<file path="config.mk">
export PLATFORM = sky130hd
export DESIGN_NAME = io_event_capture_flat
export DESIGN_NICKNAME = d
export VERILOG_FILES = /design/src/rtl/io_map_pkg.sv /design/src/rtl/io_event_capture_if.sv /design/src/rtl/io_event_capture_debouncer.sv /design/src/rtl/io_event_capture.sv /design/src/flat_wrapper.sv
export SDC_FILE = /design/constraint.sdc
export NUM_CORES = 1
export LEC_CHECK = 0
export ABC_AREA = 1
export BUFFER_PORTS_ARGS = -buffer_cell sky130_fd_sc_hd__buf_2
export CAP_MARGIN = 20
export CORE_MARGIN = 8
export CORE_UTILIZATION = 55
export CTS_BUF_LIST = sky130_fd_sc_hd__clkbuf_4
export DETAILED_ROUTE_END_ITERATION = 6
export GPL_TIMING_DRIVEN = 1
export HOLD_SLACK_MARGIN = 0.1
export PLACE_DENSITY = 0.81
export SLEW_MARGIN = 10
export SYNTH_ARGS = -nofsm -noshare
export SYNTH_HDL_FRONTEND = slang
export SYNTH_SLANG_ARGS = --single-unit
</file>
<file path="constraint.sdc">
create_clock -name clock -period 2.4 [get_ports clock]
set_input_delay 0.24 -clock clock [delete_from_list [all_inputs] [get_ports clock]]
set_output_delay 0.24 -clock clock [all_outputs]
set_load 0.01 [all_outputs]
</file>
<file path="src/rtl/io_map_pkg.sv">
// Register map and bit layout for the I/O words loaded into the register file.
// Shared by the capture logic and anything decoding r20/r22/r24/r26.
package io_map_pkg;

  localparam int REG_BTN    = 20;
  localparam int REG_SCREEN = 22;
  localparam int REG_COLL   = 24;
  localparam int REG_PAUSE  = 26;

  localparam int BTN_JUMP     = 0;
  localparam int BTN_DUCK     = 1;
  localparam int COLL_FLAG    = 0;
  localparam int COLL_CNT_LSB = 16;

  localparam int HIT_W = 16;

  typedef struct packed {
    logic [HIT_W-1:0] count;
    logic             flag;
  } coll_t;

  function automatic logic [31:0] btn_word(
    input logic jump,
    input logic duck
  );
    logic [31:0] w;
    w           = '0;
    w[BTN_JUMP] = jump;
    w[BTN_DUCK] = duck;
    return w;
  endfunction

  function automatic logic [31:0] coll_word(
    input coll_t c
  );
    logic [31:0] w;
    w                           = '0;
    w[COLL_CNT_LSB +: HIT_W]    = c.count;
    w[COLL_FLAG]                = c.flag;
    return w;
  endfunction

endpackage

</file>
<file path="src/rtl/io_event_capture_if.sv">
// Register-file side of the I/O capture block: load values and strobes.
// master drives them, slave (the regfile) consumes them.
interface io_event_capture_if;

  logic [31:0] r20;
  logic [31:0] r22;
  logic [31:0] r24;
  logic [31:0] r26;
  logic        button_signal_reg;
  logic        screen_signal_reg;
  logic        collision_signal_reg;
  logic        pause_signal_reg;

  modport master (
    output r20,
    output r22,
    output r24,
    output r26,
    output button_signal_reg,
    output screen_signal_reg,
    output collision_signal_reg,
    output pause_signal_reg
  );

  modport slave (
    input r20,
    input r22,
    input r24,
    input r26,
    input button_signal_reg,
    input screen_signal_reg,
    input collision_signal_reg,
    input pause_signal_reg
  );

endinterface

</file>
<file path="src/rtl/io_event_capture_debouncer.sv">
// One button: 2-FF synchroniser followed by a stability counter.
// rise/fall are single-cycle flags coinciding with the stable level flipping.
module io_debouncer #(
  parameter int DEBOUNCE_CYCLES = 250000,
  parameter int CNT_W           = 20
) (
  input  logic clock,
  input  logic ctrl_reset,
  input  logic raw,
  output logic stable,
  output logic rise,
  output logic fall
);

  localparam logic [CNT_W-1:0] LAST = CNT_W'(DEBOUNCE_CYCLES - 1);

  logic             s1;
  logic             s2;
  logic             flip;
  logic [CNT_W-1:0] cnt;

  assign flip = (s2 != stable) && (cnt == LAST);
  assign rise = flip & ~stable;
  assign fall = flip & stable;

  always_ff @(posedge clock) begin
    if (ctrl_reset) begin
      s1     <= 1'b0;
      s2     <= 1'b0;
      stable <= 1'b0;
      cnt    <= '0;
    end else begin
      s1 <= raw;
      s2 <= s1;
      if (s2 == stable) begin
        cnt <= '0;
      end else if (flip) begin
        stable <= ~stable;
        cnt    <= '0;
      end else begin
        cnt <= cnt + CNT_W'(1);
      end
    end
  end

endmodule

</file>
<file path="src/rtl/io_event_capture.sv">
// Board inputs to regfile I/O words: debounced buttons, frame counter,
// latched collision with hit count, and pause toggle, each with a load strobe.
module io_event_capture
  import io_map_pkg::*;
#(
  parameter int DEBOUNCE_CYCLES = 250000,
  parameter int FRAME_DIV       = 833333,
  parameter int CNT_W           = 20
) (
  input  logic               clock,
  input  logic               ctrl_reset,
  input  logic               btn_jump_raw,
  input  logic               btn_duck_raw,
  input  logic               btn_pause_raw,
  input  logic               collision_in,
  input  logic               collision_clear,
  io_event_capture_if.master regs
);

  localparam logic [CNT_W-1:0] DIV_LAST = CNT_W'(FRAME_DIV - 1);

  logic jump;
  logic duck;
  logic pstab;
  logic jump_rise;
  logic jump_fall;
  logic duck_rise;
  logic duck_fall;
  logic pause_rise;
  logic pause_fall;

  logic [CNT_W-1:0] div;
  logic [31:0]      frame;
  logic             paused;
  coll_t            coll;
  logic             c1;
  logic             c2;
  logic             c3;

  logic btn_stb;
  logic scr_stb;
  logic col_stb;
  logic pau_stb;

  logic tick;
  logic pause_evt;
  logic hit_edge;
  logic set_ev;
  logic clr_ev;

  io_debouncer #(
    .DEBOUNCE_CYCLES(DEBOUNCE_CYCLES),
    .CNT_W          (CNT_W)
  ) u_jump (
    .clock     (clock),
    .ctrl_reset(ctrl_reset),
    .raw       (btn_jump_raw),
    .stable    (jump),
    .rise      (jump_rise),
    .fall      (jump_fall)
  );

  io_debouncer #(
    .DEBOUNCE_CYCLES(DEBOUNCE_CYCLES),
    .CNT_W          (CNT_W)
  ) u_duck (
    .clock     (clock),
    .ctrl_reset(ctrl_reset),
    .raw       (btn_duck_raw),
    .stable    (duck),
    .rise      (duck_rise),
    .fall      (duck_fall)
  );

  io_debouncer #(
    .DEBOUNCE_CYCLES(DEBOUNCE_CYCLES),
    .CNT_W          (CNT_W)
  ) u_pause (
    .clock     (clock),
    .ctrl_reset(ctrl_reset),
    .raw       (btn_pause_raw),
    .stable    (pstab),
    .rise      (pause_rise),
    .fall      (pause_fall)
  );

  assign tick      = (div == DIV_LAST);
  assign pause_evt = pause_rise & ~(pause_fall | pstab);
  assign hit_edge  = c2 & ~c3;

  // a fresh edge arriving with an acknowledge re-arms immediately
  assign set_ev = hit_edge & ~paused
                & (~coll.flag | collision_clear);
  assign clr_ev = collision_clear & coll.flag & ~set_ev;

  always_ff @(posedge clock) begin
    if (ctrl_reset) begin
      btn_stb <= 1'b0;
    end else begin
      btn_stb <= jump_rise | jump_fall
               | duck_rise | duck_fall;
    end
  end

  // divider free-runs through pause; only the count is gated
  always_ff @(posedge clock) begin
    if (ctrl_reset) begin
      div     <= '0;
      frame   <= '0;
      scr_stb <= 1'b0;
    end else begin
      scr_stb <= tick & ~paused;
      if (tick) begin
        div <= '0;
      end else begin
        div <= div + CNT_W'(1);
      end
      if (tick && !paused) begin
        frame <= frame + 32'd1;
      end
    end
  end

  always_ff @(posedge clock) begin
    if (ctrl_reset) begin
      paused  <= 1'b0;
      pau_stb <= 1'b0;
    end else begin
      pau_stb <= pause_evt;
      if (pause_evt) begin
        paused <= ~paused;
      end
    end
  end

  always_ff @(posedge clock) begin
    if (ctrl_reset) begin
      c1      <= 1'b0;
      c2      <= 1'b0;
      c3      <= 1'b0;
      coll    <= '0;
      col_stb <= 1'b0;
    end else begin
      c1      <= collision_in;
      c2      <= c1;
      c3      <= c2;
      col_stb <= set_ev | clr_ev;
      if (set_ev) begin
        coll.flag <= 1'b1;
        if (coll.count != '1) begin
          coll.count <= coll.count + HIT_W'(1);
        end
      end else if (clr_ev) begin
        coll.flag <= 1'b0;
      end
    end
  end

  assign regs.r20                  = btn_word(jump, duck);
  assign regs.r22                  = frame;
  assign regs.r24                  = coll_word(coll);
  assign regs.r26                  = {31'b0, paused};
  assign regs.button_signal_reg    = btn_stb;
  assign regs.screen_signal_reg    = scr_stb;
  assign regs.collision_signal_reg = col_stb;
  assign regs.pause_signal_reg     = pau_stb;

endmodule

</file>
<file path="src/flat_wrapper.sv">
// flat-port wrapper written by rule: the top's interface ports become plain ports
module io_event_capture_flat import io_map_pkg::*;
#(
  parameter int DEBOUNCE_CYCLES = 250000,
  parameter int FRAME_DIV       = 833333,
  parameter int CNT_W           = 20
)
  (clock, ctrl_reset, btn_jump_raw, btn_duck_raw, btn_pause_raw, collision_in, collision_clear, regs_r20, regs_r22, regs_r24, regs_r26, regs_button_signal_reg, regs_screen_signal_reg, regs_collision_signal_reg, regs_pause_signal_reg);
  io_event_capture_if regs_i ();
  input  logic clock;
  input  logic ctrl_reset;
  input  logic btn_jump_raw;
  input  logic btn_duck_raw;
  input  logic btn_pause_raw;
  input  logic collision_in;
  input  logic collision_clear;
  output wire logic [$bits(regs_i.r20)-1:0] regs_r20;
  output wire logic [$bits(regs_i.r22)-1:0] regs_r22;
  output wire logic [$bits(regs_i.r24)-1:0] regs_r24;
  output wire logic [$bits(regs_i.r26)-1:0] regs_r26;
  output wire logic [$bits(regs_i.button_signal_reg)-1:0] regs_button_signal_reg;
  output wire logic [$bits(regs_i.screen_signal_reg)-1:0] regs_screen_signal_reg;
  output wire logic [$bits(regs_i.collision_signal_reg)-1:0] regs_collision_signal_reg;
  output wire logic [$bits(regs_i.pause_signal_reg)-1:0] regs_pause_signal_reg;
  assign regs_r20 = regs_i.r20;
  assign regs_r22 = regs_i.r22;
  assign regs_r24 = regs_i.r24;
  assign regs_r26 = regs_i.r26;
  assign regs_button_signal_reg = regs_i.button_signal_reg;
  assign regs_screen_signal_reg = regs_i.screen_signal_reg;
  assign regs_collision_signal_reg = regs_i.collision_signal_reg;
  assign regs_pause_signal_reg = regs_i.pause_signal_reg;
  io_event_capture #(.DEBOUNCE_CYCLES(DEBOUNCE_CYCLES), .FRAME_DIV(FRAME_DIV), .CNT_W(CNT_W)) u_core (.clock(clock), .ctrl_reset(ctrl_reset), .btn_jump_raw(btn_jump_raw), .btn_duck_raw(btn_duck_raw), .btn_pause_raw(btn_pause_raw), .collision_in(collision_in), .collision_clear(collision_clear), .regs(regs_i));
endmodule
</file>
Word-level counts from Yosys, hierarchy flattened. Cells that the tools add are included.

Register bits after elaboration: 146. Bits of input ports: 7. Output and inout port bits: 132. Logic and storage cells: 87.

$add $sub $neg: 6. Equality and inequality tests: 11. Mux-type cells: 2. Bitwise logic cells: 30. Reductions and logical operators: 14.

Operators with widths (number): adder 20 x 1 -> 20 bit (second input constant) (4); == test 20 x 18 -> 1 bit (second input constant) (3); adder 32 x 1 -> 32 bit (second input constant) (1); == test 20 bit (second input constant) (1); adder 16 x 1 -> 16 bit (second input constant) (1); != test 16 bit (second input constant) (1); AND 1 bit (13); inverter 1 bit (11); OR reduction 3 bit (3); AND reduction 2 bit (4); bitwise OR 1 bit (6); logical AND 1 bit (4); == test 1 bit (3); != test 1 bit (3); two-way mux 1 bit (2); nonzero test 2 bit (1); OR reduction 2 bit (1); zero test 1 bit (1).

Logic depth before layout (Yosys ltp).
Depth after elaboration: 8. Depth in mapped cells: 11. Gate-level depth less buffers: 11.

Cells and area by module. Synthesis repeated with hierarchy kept, for this count alone.

Cells, all modules: 1239. Area total of the unflattened synthesis: 8265.4 um^2.

By module, submodules not included: io_event_capture (times used 1, cells each 711, area an instance 4677.0 um^2, seq. area each 1541.5 um^2); io_debouncer (times used 3, cells each 176, area an instance 1196.1 um^2, seq. area each 460.4 um^2).

Least setup slack after synthesis. No wires, ideal clock.

Path kind: reg2reg. Start point: register u_core.coll (netlist bit u_core.regs.r24[17]). End point: register u_core.coll (netlist bit u_core.regs.r24[22]). Library setup time: 132 ps. Arrival time: 1549 ps. Required time: 2268 ps. Path slack: 719 ps. Stages on the path, launching flop included: 10. Buffers on the path: 1. Clock period less this slack: 1681 ps. Cells stage by stage: dfxtp_1 ha_1 nand3_1 nor3_2 nand3_1 nand2_2 inv_2 buf_2 nand2_1 a21oi_1.

Word-level cells in the longest chain between the ends: 2. Elaborated cells on any way between the ends: 3. Those cells by class: add/sub (1); eq/ne (1); reduce/logical (1).

Ends and longest elaborated chain: from (decl) (RTL line io_event_capture.sv:35) `coll_t coll;`; branches (longest 2 deep; another with adder 16 x 1 -> 16 bit).

Several ways; the timed one is not identified. A chain may end at the register's enable or synchronous reset.

Worst setup path after layout.
Start point: register u_core.coll (netlist bit u_core.regs.r24[16]). End point: register u_core.coll (netlist bit u_core.regs.r24[30]).

Same word-level chain as after synthesis.

==> impl_metrics.py <==
metrics = {
    "floorplan": {
        "initial_utilization_pct": 56.0,
        "io_pins": 139,
        "core_region_area_mm2": 0.0145,
        "die_x_um": 137,
        "fp-row-count": 44,
        "die_area_mm2": 0.0189,
        "die_height_um": 137,
    },
    "critical_path": {
        "highest_cell_delay_on_the_worst_timing_path_ns": 0.44,
        "path_max_fanout": 16,
        "worst_setup_path_end_kind": "flop",
        "critical_path_class": "flop to flop",
        "arrival_time_at_the_worst_endpoint_ns": 2.41,
        "start_kind": "flop",
        "cp_common_cell": "nand3_1",
        "crit_path_cell_trace": "ha_1 -> nand3_1 -> nor3_2 -> nand3_1 -> nand2_2 -> inv_2 -> nand2_1 -> a21oi_1",
        "worst_path_max_delay_cell": "dfxtp_1",
        "worstPathRequired_ns": 2.81,
    },
    "logic_synthesis": {
        "yosysSeqAreaShare_pct": 36.0,
        "synthDominantCellAreaShare_pct": 36.0,
        "yosysTopAreaCell": "dfxtp_1",
        "mappedNetlistArea_mm2": 0.00811,
        "yosys_warnings": 0,
        "synth_most_common_cell": "nand2_1",
        "synth_common_cells": "nand2_1 (345), nor2_1 (182), dfxtp_1 (146)",
        "synth_area_leaders": "dfxtp_1 (36%), nand2_1 (16%), nor2_1 (8.4%), buf_4 (7.6%), inv_1 (5.8%)",
        "netlist-cell-type-count": 29,
        "ys_ff_latch": 146,
        "synth_cells": 1237,
        "dominantRegCellSynth": "dfxtp_1",
        "synth_edf_count": 0,
        "synth-async-reset-ratio_pct": 0,
        "syn_avg_cell_area_um2": 6.56,
    },
    "placed_design": {
        "gp_routability_congestion": 0.910,
        "port_buffers": 62,
        "dpl.cell_count": 1466,
        "postPlaceCellArea_mm2": 0.00830,
        "hpwlAfterDp_um": 13800,
        "dp_slack_ns": 0.448,
    },
    "final_layout": {
        "area_growth_syn_to_layout_pct": 6.71,
        "largest_register_ffs": 32,
        "antenna-diode-count": 0,
        "post_route_cells_drive_above_1_share_pct": 8.93,
        "fin_cells": 1505,
        "finalNetCount": 1322,
        "final_area_mm2": 0.00866,
        "utilization_pct": 59.8,
        "num-fill-cells": 1389,
    },
    "global_route": {
        "gr_util_all_layers_pct": 19.2,
        "number_of_global_route_vias_before_repair": 6682,
        "grt_first_pass_wirelength_um": 30100,
        "grt_antenna_before_repair": 0,
        "maximum_number_of_pins_on_one_net_before_global_route_repair": 51,
        "grt-ovfl-total": 0,
    },
    "sta": {
        "layout_setup_ws_ns": 0.399,
        "worst_hold_slack_ns": 0.411,
        "final-max-slew-violation-count": 0,
        "clock_period_minus_worst_slack_ns": 2.00,
        "timing.max_slew.rel_slack_pct": 61.2,
        "fmax_ghz": 0.500,
        "worst_pin_slew_ns": 0.580,
        "setup_total_negative_slack_ns": 0,
        "setup_repair_after_global_routing_missed_its_margin": "no",
        "finalHoldViolations": 0,
        "final-setup-viol-count": 0,
        "min_period_over_period_pct": 83.4,
        "fin_skew_ns": 0.0166,
    },
    "power_and_ir_drop": {
        "cellInternalPower_mw": 3.21,
        "power.total_mw": 4.19,
        "power.clock.fraction_pct": 37.8,
        "sw_power_uw": 979,
        "power.density_mw_per_mm2": 484,
        "p_leak_nw": 3.23,
        "vdd.ir_drop.worst_uv": 332,
        "switching_share_pct": 23.4,
        "seq_power_share_pct": 58.4,
        "power_frac_comb_pct": 3.7,
    },
    "routing": {
        "post_detailed_route_via_to_cell_ratio": 4.97,
        "topRoutingLayerUsed": "met4",
        "route.detailed.wl_per_inst_um": 12.0,
        "initialDrtViolationCount": 499,
        "total_routed_wire_length_on_the_met1_layer_um": 8410,
        "total_vias_in_the_final_route": 7478,
        "remaining_drc_errors": 0,
        "wl_met3_um": 1320,
        "ant_nets": 0,
        "route.met2.wl_um": 8160,
        "detailedRoute.firstPassIterationCount": 7,
        "postRouteWirelength_um": 18100,
    },
    "clock_tree": {
        "cts_tree": "yes",
        "cts_inserted_buffers": 17,
        "htree_levels": 4,
        "cts_post_setup_buffers_inserted": 0,
        "post_cts_resize_count": 0,
        "clk_transition_reported_paths_ns": 0.12,
        "cts.path.max_buffers": 2,
        "tritoncts_sinks": 146,
        "clk-insertion-delay-late_ns": 0.55,
        "hold_buffers": 7,
        "cts_root_buf": "clkbuf_4",
    },
    "outcome": {
        "run_status": "complete, no violations",
    },
    "worst_hold_path": {
        "hold_class": "flop to flop",
    },
    "run": {
        "maxCapViolCount": 0,
    },
}
[power by group through the flow]
| stage | sequential, mW | combinational [mW] | clock, mW |
|---|---|---|---|
| after floorplan | 2.50 | 0.206 | 0 |
| after global placement | 2.50 | 0.141 | 0 |
| after detailed placement | 2.50 | 0.143 | 0 |
| after CTS | 2.45 | 0.152 | 1.63 |
| after global routing | 2.45 | 0.178 | 1.74 |
| final | 2.45 | 0.157 | 1.58 |
[final timing paths]
| path | start | to | slack [ns] | cells past startpoint |
|---|---|---|---|---|
| worst max-delay path | u_core.regs.r24[16] | u_core.regs.r24[30] | 0.40 | 8 |
| worst min-delay path | u_core.u_jump.s1 | u_core.u_jump.s2 | 0.41 | 2 |
| worst max register to register | u_core.regs.r24[16] | u_core.regs.r24[30] | 0.40 | 8 |
| worst min register to register | u_core.u_jump.s1 | u_core.u_jump.s2 | 0.41 | 2 |
[cells by family (layout without fill, tap and decap cells)]
group	Yosys count	after routing	synth area share (%)
AOI/OAI and AO/OA	108	108	6.69
xor gates and xnor gates	54	54	5.83
adders and majority gates	7	7	1.08
buffers and inverters	229	238	14.5
DFF	146	146	36.0
other	1	76	0.0462
and+or+nand+nor	692	692	35.8
[placed cells by master, fill, tap and decap left out, drive strengths merged]
cell type,synthesis,final
clkbuf,6,20
nand2b,1,1
nor3,49,49
nand4,27,27
clkinvlp,0,4
nand3b,6,6
a21oi,83,83
nor4,1,1
or2,9,9
buf,93,69
nand2,347,347
clkinv,0,5
xnor2,12,12
o21ai,23,23
xor2,42,42
nor2,184,184
conb,1,76
nor3b,3,3
a31oi,2,2
inv,130,130
bufinv,0,3
dfxtp,146,146
ha,7,7
nand3,65,65
dlygate4sd3,0,7
[final cells by class]
cell class | instances | area [µm²] | share of cell area [%]
inverter | 130 | 488 | 5.64
sequential | 146 | 2920 | 33.8
tap | 184 | 230 | 2.66
clock inverter | 12 | 140 | 1.62
clock buffer | 20 | 150 | 1.73
timing repair buffer | 76 | 433 | 5.00
multi-input combinational | 937 | 4290 | 49.6
[layer usage]
layer	track usage (%)	vias up
met3	4.63	20
li1	-	3890
met5	0	-
met1	25.6	3359
met2	30.5	209
met4	4.89	0
[critical path, delay by kind of cell (launching register included)]
family,cells,cell delay [ns]
fa+ha+maj,1,0.25
simple gates,5,0.93
compound gates,1,0.06
flops,1,0.44
buf+inv,1,0.18
Power figures use the tool's default switching activity.
